--- config.mk ---
export PLATFORM = sky130hd
export DESIGN_NAME = mix_columns_engine
export DESIGN_NICKNAME = d
export VERILOG_FILES = /design/src/rtl/aes_pkg.sv /design/src/rtl/gf_mix_column.sv /design/src/rtl/mix_columns_engine.sv
export SDC_FILE = /design/constraint.sdc
export NUM_CORES = 1
export LEC_CHECK = 0
export ABC_CLOCK_PERIOD_IN_PS = 12500
export CORE_ASPECT_RATIO = 0.6
export CORE_MARGIN = 1.5
export CORE_UTILIZATION = 45
export CTS_CLUSTER_SIZE = 30
export DETAILED_ROUTE_END_ITERATION = 10
export GPL_TIMING_DRIVEN = 0
export PLACE_DENSITY = 0.7
export SKIP_CTS_REPAIR_TIMING = 1
export SLEW_MARGIN = 10
export SYNTH_ARGS = -nofsm -noshare
export SYNTH_HDL_FRONTEND = slang
export SYNTH_HIERARCHICAL = 1
export SYNTH_SLANG_ARGS = --single-unit
--- constraint.sdc ---
create_clock -name clk -period 12.5 [get_ports clk]
set_input_delay 1.875 -clock clk [delete_from_list [all_inputs] [get_ports clk]]
set_output_delay 1.875 -clock clk [all_outputs]
set_load 0.01 [all_outputs]
--- src/rtl/aes_pkg.sv ---
`default_nettype none
// ============================================================================
// Module      : aes_pkg
// Description : Shared AES MixColumns widths, FSM state type and GF(2^8) xtime.
// Revision    : 1.0
// ============================================================================
package aes_pkg;

    localparam int C_STATE_W = 128;
    localparam int C_COL_W   = 32;
    localparam int C_BYTE_W  = 8;
    localparam logic [C_BYTE_W-1:0] C_POLY = 8'h1B;

    typedef enum logic [1:0] {
        IDLE = 2'd0,
        RUN  = 2'd1,
        DONE = 2'd2
    } state_t;

    // Multiply by x (0x02) modulo x^8 + x^4 + x^3 + x + 1
    function automatic logic [C_BYTE_W-1:0] xtime(input logic [C_BYTE_W-1:0] b);
        return {b[C_BYTE_W-2:0], 1'b0} ^ (b[C_BYTE_W-1] ? C_POLY : 8'h00);
    endfunction

endpackage
`default_nettype wire

--- src/rtl/gf_mix_column.sv ---
`default_nettype none
// ============================================================================
// Module      : gf_mix_column
// Description : Combinational MixColumns / InvMixColumns of one 32-bit column.
// Revision    : 1.0
// ============================================================================
module gf_mix_column
    import aes_pkg::*;
#(
    parameter bit INV_EN = 1'b1
) (
    input  logic [C_COL_W-1:0] col_in,
    input  logic               inv,
    output logic [C_COL_W-1:0] col_out
);

    logic [C_BYTE_W-1:0] w_a  [4];
    logic [C_BYTE_W-1:0] w_x2 [4];
    logic [C_BYTE_W-1:0] w_x4 [4];
    logic [C_BYTE_W-1:0] w_x8 [4];
    logic [C_BYTE_W-1:0] w_fwd[4];
    logic [C_BYTE_W-1:0] w_inv[4];

    generate
        for (genvar i = 0; i < 4; i++) begin : g_byte
            assign w_a[i]  = col_in[C_COL_W-1-C_BYTE_W*i -: C_BYTE_W];
            assign w_x2[i] = xtime(w_a[i]);
            assign w_x4[i] = xtime(w_x2[i]);
            assign w_x8[i] = xtime(w_x4[i]);
        end
    endgenerate

    // Row r is the base row rotated right by r: byte (r+k)%4 gets coefficient k
    generate
        for (genvar r = 0; r < 4; r++) begin : g_row
            localparam int K1 = (r + 1) % 4;
            localparam int K2 = (r + 2) % 4;
            localparam int K3 = (r + 3) % 4;
            assign w_fwd[r] = w_x2[r] ^ (w_x2[K1] ^ w_a[K1]) ^ w_a[K2] ^ w_a[K3];
            assign w_inv[r] = (w_x8[r]  ^ w_x4[r]  ^ w_x2[r])
                            ^ (w_x8[K1] ^ w_x2[K1] ^ w_a[K1])
                            ^ (w_x8[K2] ^ w_x4[K2] ^ w_a[K2])
                            ^ (w_x8[K3] ^ w_a[K3]);
            assign col_out[C_COL_W-1-C_BYTE_W*r -: C_BYTE_W] =
                (INV_EN && inv) ? w_inv[r] : w_fwd[r];
        end
    endgenerate

endmodule
`default_nettype wire

--- src/rtl/mix_columns_engine.sv ---
`default_nettype none
// ============================================================================
// Module      : mix_columns_engine
// Description : Iterative AES (Inv)MixColumns over a 128-bit state, valid/ready.
// Revision    : 1.0
// ============================================================================
module mix_columns_engine
    import aes_pkg::*;
#(
    parameter int COLS_PER_CYCLE = 1,
    parameter bit INV_EN         = 1'b1
) (
    input  logic                 clk,
    input  logic                 rst,
    input  logic                 in_valid,
    output logic                 in_ready,
    input  logic [C_STATE_W-1:0] state_in,
    input  logic                 inv,
    output logic                 out_valid,
    input  logic                 out_ready,
    output logic [C_STATE_W-1:0] state_out,
    output logic                 busy
);

    localparam logic [1:0] C_STEP = 2'(COLS_PER_CYCLE);
    localparam logic [1:0] C_LAST = 2'(4 - COLS_PER_CYCLE);

    generate
        if (!(COLS_PER_CYCLE == 1 || COLS_PER_CYCLE == 2 || COLS_PER_CYCLE == 4)) begin : g_bad_cpc
            $error("mix_columns_engine: COLS_PER_CYCLE must be 1, 2 or 4");
        end
    endgenerate

    state_t                   r_state;
    logic [1:0]               r_cnt;
    logic [3:0][C_COL_W-1:0]  r_work;   // [3] is column 0 (top of state)
    logic [C_STATE_W-1:0]     r_out;
    logic                     r_inv;
    logic                     r_in_ready;
    logic                     r_out_valid;
    logic                     r_busy;

    logic [1:0]               w_idx    [COLS_PER_CYCLE];
    logic [C_COL_W-1:0]       w_col_in [COLS_PER_CYCLE];
    logic [C_COL_W-1:0]       w_col_out[COLS_PER_CYCLE];
    logic [3:0][C_COL_W-1:0]  w_next;

    generate
        for (genvar k = 0; k < COLS_PER_CYCLE; k++) begin : g_col
            assign w_idx[k]    = r_cnt + 2'(k);
            assign w_col_in[k] = r_work[2'd3 - w_idx[k]];
            gf_mix_column #(
                .INV_EN (INV_EN)
            ) u_col (
                .col_in  (w_col_in[k]),
                .inv     (r_inv),
                .col_out (w_col_out[k])
            );
        end
    endgenerate

    always_comb begin
        w_next = r_work;
        for (int k = 0; k < COLS_PER_CYCLE; k++) begin
            w_next[2'd3 - w_idx[k]] = w_col_out[k];
        end
    end

    always_ff @(posedge clk or posedge rst) begin
        if (rst) begin
            r_state     <= IDLE;
            r_cnt       <= 2'd0;
            r_work      <= '0;
            r_out       <= '0;
            r_inv       <= 1'b0;
            r_in_ready  <= 1'b1;
            r_out_valid <= 1'b0;
            r_busy      <= 1'b0;
        end else begin
            case (r_state)
                IDLE: begin
                    if (in_valid && r_in_ready) begin
                        r_work     <= state_in;
                        r_inv      <= INV_EN ? inv : 1'b0;
                        r_cnt      <= 2'd0;
                        r_state    <= RUN;
                        r_in_ready <= 1'b0;
                        r_busy     <= 1'b1;
                    end
                end
                RUN: begin
                    r_work <= w_next;
                    r_cnt  <= r_cnt + C_STEP;
                    if (r_cnt == C_LAST) begin
                        r_state     <= DONE;
                        r_out       <= w_next;
                        r_out_valid <= 1'b1;
                    end
                end
                DONE: begin
                    if (out_ready) begin
                        r_state     <= IDLE;
                        r_out_valid <= 1'b0;
                        r_in_ready  <= 1'b1;
                        r_busy      <= 1'b0;
                    end
                end
                default: begin
                    r_state     <= IDLE;
                    r_out_valid <= 1'b0;
                    r_in_ready  <= 1'b1;
                    r_busy      <= 1'b0;
                end
            endcase
        end
    end

    assign in_ready  = r_in_ready;
    assign out_valid = r_out_valid;
    assign state_out = r_out;
    assign busy      = r_busy;

endmodule
`default_nettype wire

Word level (Yosys, flattened, before mapping)
Cells that the tools add are included.

storage, ports and cells
  register bits after elaboration = 264
  word-level logic and storage cells = 134

operators by class
  $add $sub $neg = 2
  order comparisons = 2
  equality and inequality tests = 6
  muxes and demuxes = 37
  bitwise gates (word level) = 66
  reduce and logical (&&, ||, !) cells = 10

operators by type and width
  operator               number
  $xor A8 B8 Y8          64
  $pmux W128 S2          1
  $bwmux W128            1
  $mux W128              1
  $bmux W32 S2           1
  $demux W32 S2          1
  $mux W32               2
  $mux W5                12
  $mux W8                4
  $pmux W1 S3            3
  $reduce_and A3 Y1      3
  $mux W2                4
  $ne A2 B2 Y1 const B   3
  $pmux W2 S3            1
  $reduce_and A2 Y1      3
  $mux W1                5
  $eq A2 B2 Y1 const B   2
  $pmux W2 S2            1
  $lt A2 B3 Y1 const B   1
  $add A2 B1 Y2 const B  1
  $eq A2 B1 Y1 const B   1
  $ge A2 B1 Y1 const B   1
  $logic_and A1 B1 Y1    2
  $logic_not A2 Y1       1
  3 further kinds        4

Longest topological paths before layout
  depth after elaboration = 17
  mapped depth = 12
  mapped depth without buffers = 9

Cells and area by module
The synthesis kept the hierarchy.

modules (own cells, without submodules)
  module              instances  cells an instance  area an instance (um2)  sequential area each (um2)
  mix_columns_engine  1          1036               12112.9                 6607.6
  gf_mix_column       1          256                2294.7                  0.0

Worst setup path before layout
No wires, ideal clock.

  path kind = flip-flop to flip-flop
  from = register r_cnt[0]
  to = register r_work[5] (netlist bit)
  setup time = 0.126 ns
  data arrival time = 3.606 ns
  slack = 8.768 ns
  cell stages (with the launch flop) = 13
  buffers on the path = 3
  clock period less this slack = 3.732 ns
  cell sequence = dfrtp_1 -> buf_2 -> buf_2 -> mux4_2 -> buf_4 -> xor2_1 -> xnor2_1 -> xnor3_2 -> xnor2_1 -> a21oi_1 -> xnor3_1 -> and2_1 -> a221o_1

RTL lines
  item                    RTL line                  source
  from (decl)             mix_columns_engine.sv:35  logic [1:0] r_cnt;
  from (signal assigned)  mix_columns_engine.sv:93  r_cnt <= r_cnt + C_STEP;
  to (signal assigned)    mix_columns_engine.sv:83  r_work <= state_in;
  to (signal assigned)    mix_columns_engine.sv:92  r_work <= w_next;
  to (decl)               mix_columns_engine.sv:36  logic [3:0][C_COL_W-1:0] r_work;

==> key figures <==
Setup path
  – Critical R2R Capture: state_out[67]
  – Slowest CP cell: clkbuf_1
  – Crit path max fanout: 10
  – Worst Setup EP: state_out[67]
  – RR Startpoint: r_cnt[1]
  – WP data required: 12,980 ps
  – Worst reg2reg path depth: 12
  – CP arrival: 5320 ps
  – Reg2reg setup slack: 7650 ps
  – Critical Setup Path Class: reg2reg
  – Crit path launch type: flip-flop
  – CP endpoint kind: flip-flop
  – Worst path cell trace: clkbuf_1, clkbuf_1, mux4_2, buf_4, xnor2_2, xnor2_2, xnor3_2, xnor2_1, a21oi_1, xnor2_1, mux2i_1, o21ai_0
  – CP max stage delay: 650 ps
  – Crit path launch: r_cnt[1]

Run
  – Max cap viols: 0

GRT
  – Initial antenna violation count: 1
  – Gr ovfl total: 0
  – Global-route wire length before repair: 75,900 microns
  – Largest net degree at the start of global routing: 71
  – Total GRT Usage: 31.0%
  – Vias in the first global route: between 10,000 and 15,000

Clock tree
  – CTS H-Tree Depth: 1
  – Clock Tree Buf Depth: 3
  – Worst skew pair latency: 560 ps
  – Number of clock sinks: 264
  – TritonCTS clock tree: yes
  – Clock transition at the registers of the reported paths: 70 ps
  – CTS buffer count: 26
  – Root Buffer: clkbuf_16

Layout
  – FILL cells: around 2,600
  – Area delta synth->final: 28.9%
  – Nets: 1,723
  – Share of layout cells above drive strength 1: 9.53%

Floorplanning
  – I/O pin count: between 200 and 300
  – Row count: 50
  – Starting Density: 46.0%
  – Die Area: 0.0331 sq mm
  – Die W: 234 microns
  – CORE AREA: around 0.031 sq mm
  – Die H: between 100 and 150 microns

Drt
  – Vias: between 10,000 and 15,000
  – WL per Instance: between 20 and 30 microns
  – Initial DRC Count: 1,526
  – Routed vias/inst: 5.96
  – Post-route ant nets: 0
  – Final WL: 51,200 microns
  – DR DRC count: 0
  – Pre-antenna DRT Iters: 6

Hold path
  – Worst min path class: reg2reg

Timing
  – Skew final: 19.8 ps
  – RSZ-0062 raised after global routing: false
  – Rel. slew slack: 25.0%
  – Hold Fails Final Rpt: 0
  – Worst hold slack: 473 ps
  – Actual slew at the worst max-slew pin: roughly 1100 ps
  – Period utilisation layout: 38.8%
  – Fmax: approximately 0.21 GHz
  – Final setup violating endpoints: 0
  – Final max-slew violation count: 0
  – Tmin final: 4850 ps
  – Worst Slack Setup Final: 7650 ps

Logic synthesis
  – Mean post-synth cell area: about 11 sq um
  – Seq/Total Area, Yosys: between 40% and 50%
  – Synth Register Bits: approximately 260
  – Synth warn: 6
  – Net count after synthesis: 1,429
  – Synth unique cells: 38
  – Mapped Cells: 1,292
  – Cell area after synthesis: 0.0144 sq mm

Status
  – Status: finished, final reports clean

Placement
  – Pre-CTS setup slack: ~7800 ps
  – Number of buffers added on ports: 263
  – Hpwl dp: 38,800 microns
  – Final Wtd Congestion: 0.965
-- through the flow --
step / instances / TNS [ps] / cell area (sq um) / utilization [%]
floorplan: 1292 / 0 / 14400 / -
global placement: 1971 / -6450 / 17600 / 56.0
detailed placement: 1974 / 0 / 17700 / 56.3
CTS: 2021 / 0 / 18600 / 59.3
global route: 2022 / 0 / 18600 / 59.3
finish: 2022 / 0 / 18600 / 59.3
-- sequential cells by signal (all words and copies together) (netlist names) --
| name | count |
|---|---|
| r_work | 128 |
| state_out | 128 |
| r_cnt | 2 |
| r_state | 2 |
| busy | 1 |
| in_ready | 1 |
| out_valid | 1 |
| r_inv | 1 |
-- placed cells by master, fill, tap and decap left out, types with 29 or more instances in the layout --
cell | synthesis | final
xor2_1 | 44 | 44
a22o_1 | 64 | 64
and2_1 | 33 | 33
o21ai_0 | 49 | 49
a22oi_1 | 29 | 29
a21o_1 | 96 | 96
buf_2 | 55 | 55
xnor2_1 | 138 | 138
a221o_1 | 32 | 32
mux4_2 | 32 | 32
o21ai_1 | 54 | 54
clkbuf_1 | 47 | 50
mux2i_1 | 98 | 98
nand3_1 | 31 | 31
clkdlybuf4s50_1 | 0 | 263
dfrtp_1 | 263 | 263
nand2_1 | 143 | 143
-- final cells by class --
type,count,area [sq um],area share (%)
buffer,113,531,2.86
multi-input combinational,910,7250,39.0
inverter,5,26.3,0.141
clock buffer,35,756,4.07
clock inverter,12,166,0.896
sequential,264,6610,35.6
timing repair buffer,266,2720,14.6
tap,416,520,2.80
antenna,1,2.50,0.0135
-- cell usage after synthesis --
| cell type | count | area share, % |
|---|---|---|
| a21o_1 | 96 | 5.0 |
| a21oi_1 | 9 | 0.31 |
| a221o_1 | 32 | 2.2 |
| a22o_1 | 64 | 3.9 |
| a22oi_1 | 29 | 1.5 |
| and2_1 | 33 | 1.4 |
| and3b_1 | 4 | 0.24 |
| and4bb_1 | 1 | 0.087 |
| buf_1 | 4 | 0.10 |
| buf_2 | 55 | 1.9 |
| buf_4 | 4 | 0.21 |
| buf_6 | 3 | 0.23 |
| clkbuf_1 | 47 | 1.2 |
| dfrtp_1 | 263 | 46 |
| dfstp_2 | 1 | 0.18 |
| ha_1 | 4 | 0.35 |
| inv_1 | 5 | 0.13 |
| mux2i_1 | 98 | 6.8 |
| mux4_2 | 32 | 5.0 |
| nand2_1 | 143 | 3.7 |
| nand2b_1 | 2 | 0.087 |
| nand3_1 | 31 | 1.1 |
| nand3b_1 | 2 | 0.10 |
| nand4bb_1 | 1 | 0.078 |
| nor2_1 | 15 | 0.39 |
| nor2_2 | 1 | 0.043 |
| nor3_1 | 3 | 0.10 |
| o21ai_0 | 49 | 1.7 |
| o21ai_1 | 54 | 1.9 |
| o22a_1 | 1 | 0.061 |
| o22ai_1 | 3 | 0.13 |
| xnor2_1 | 138 | 8.4 |
| xnor2_2 | 5 | 0.56 |
| xnor3_1 | 9 | 1.4 |
| xnor3_2 | 2 | 0.33 |
| xor2_1 | 44 | 2.7 |
| xor2_2 | 2 | 0.23 |
| xor3_1 | 3 | 0.50 |
-- worst max-delay path: cells and delay by family (launching register included) --
family / cells / cell delay [ps]
buf+inv: 3 / 1260
flops: 1 / 390
mux: 2 / 740
compound gates: 2 / 340
xor+xnor: 5 / 2010
-- kinds of logic after synthesis --
logic type      share of synthesized area [%]
fa+ha+maj                               0.347
simple gates                             7.37
compound gates                           16.7
mux                                      11.8
xor+xnor                                 14.1
buf+inv                                  3.81
flops                                    45.9
-- worst min path at each step --
stage	cells after the start	startpoint	to	slack, ps
after floorplan	1	r_work[32]	r_work[32]	470
after global placement	1	state_out[29]	state_out[29]	460
after detailed placement	1	state_out[16]	state_out[16]	470
after CTS	1	state_out[16]	state_out[16]	480
after global routing	1	state_out[23]	state_out[23]	500
final	1	state_out[30]	state_out[30]	470
-- routing by layer --
metal	vias up	GRT usage, %	part of all wire (%)
met2	707	43.0	41
met5	-	0	0
met3	79	7.19	11
met4	0	7.32	2.2
li1	5177	-	-
met1	6087	48.3	46
Power is left out: the tool's default activity adds up to more than one toggle a clock period on the data nets, which glitch-free logic cannot reach.
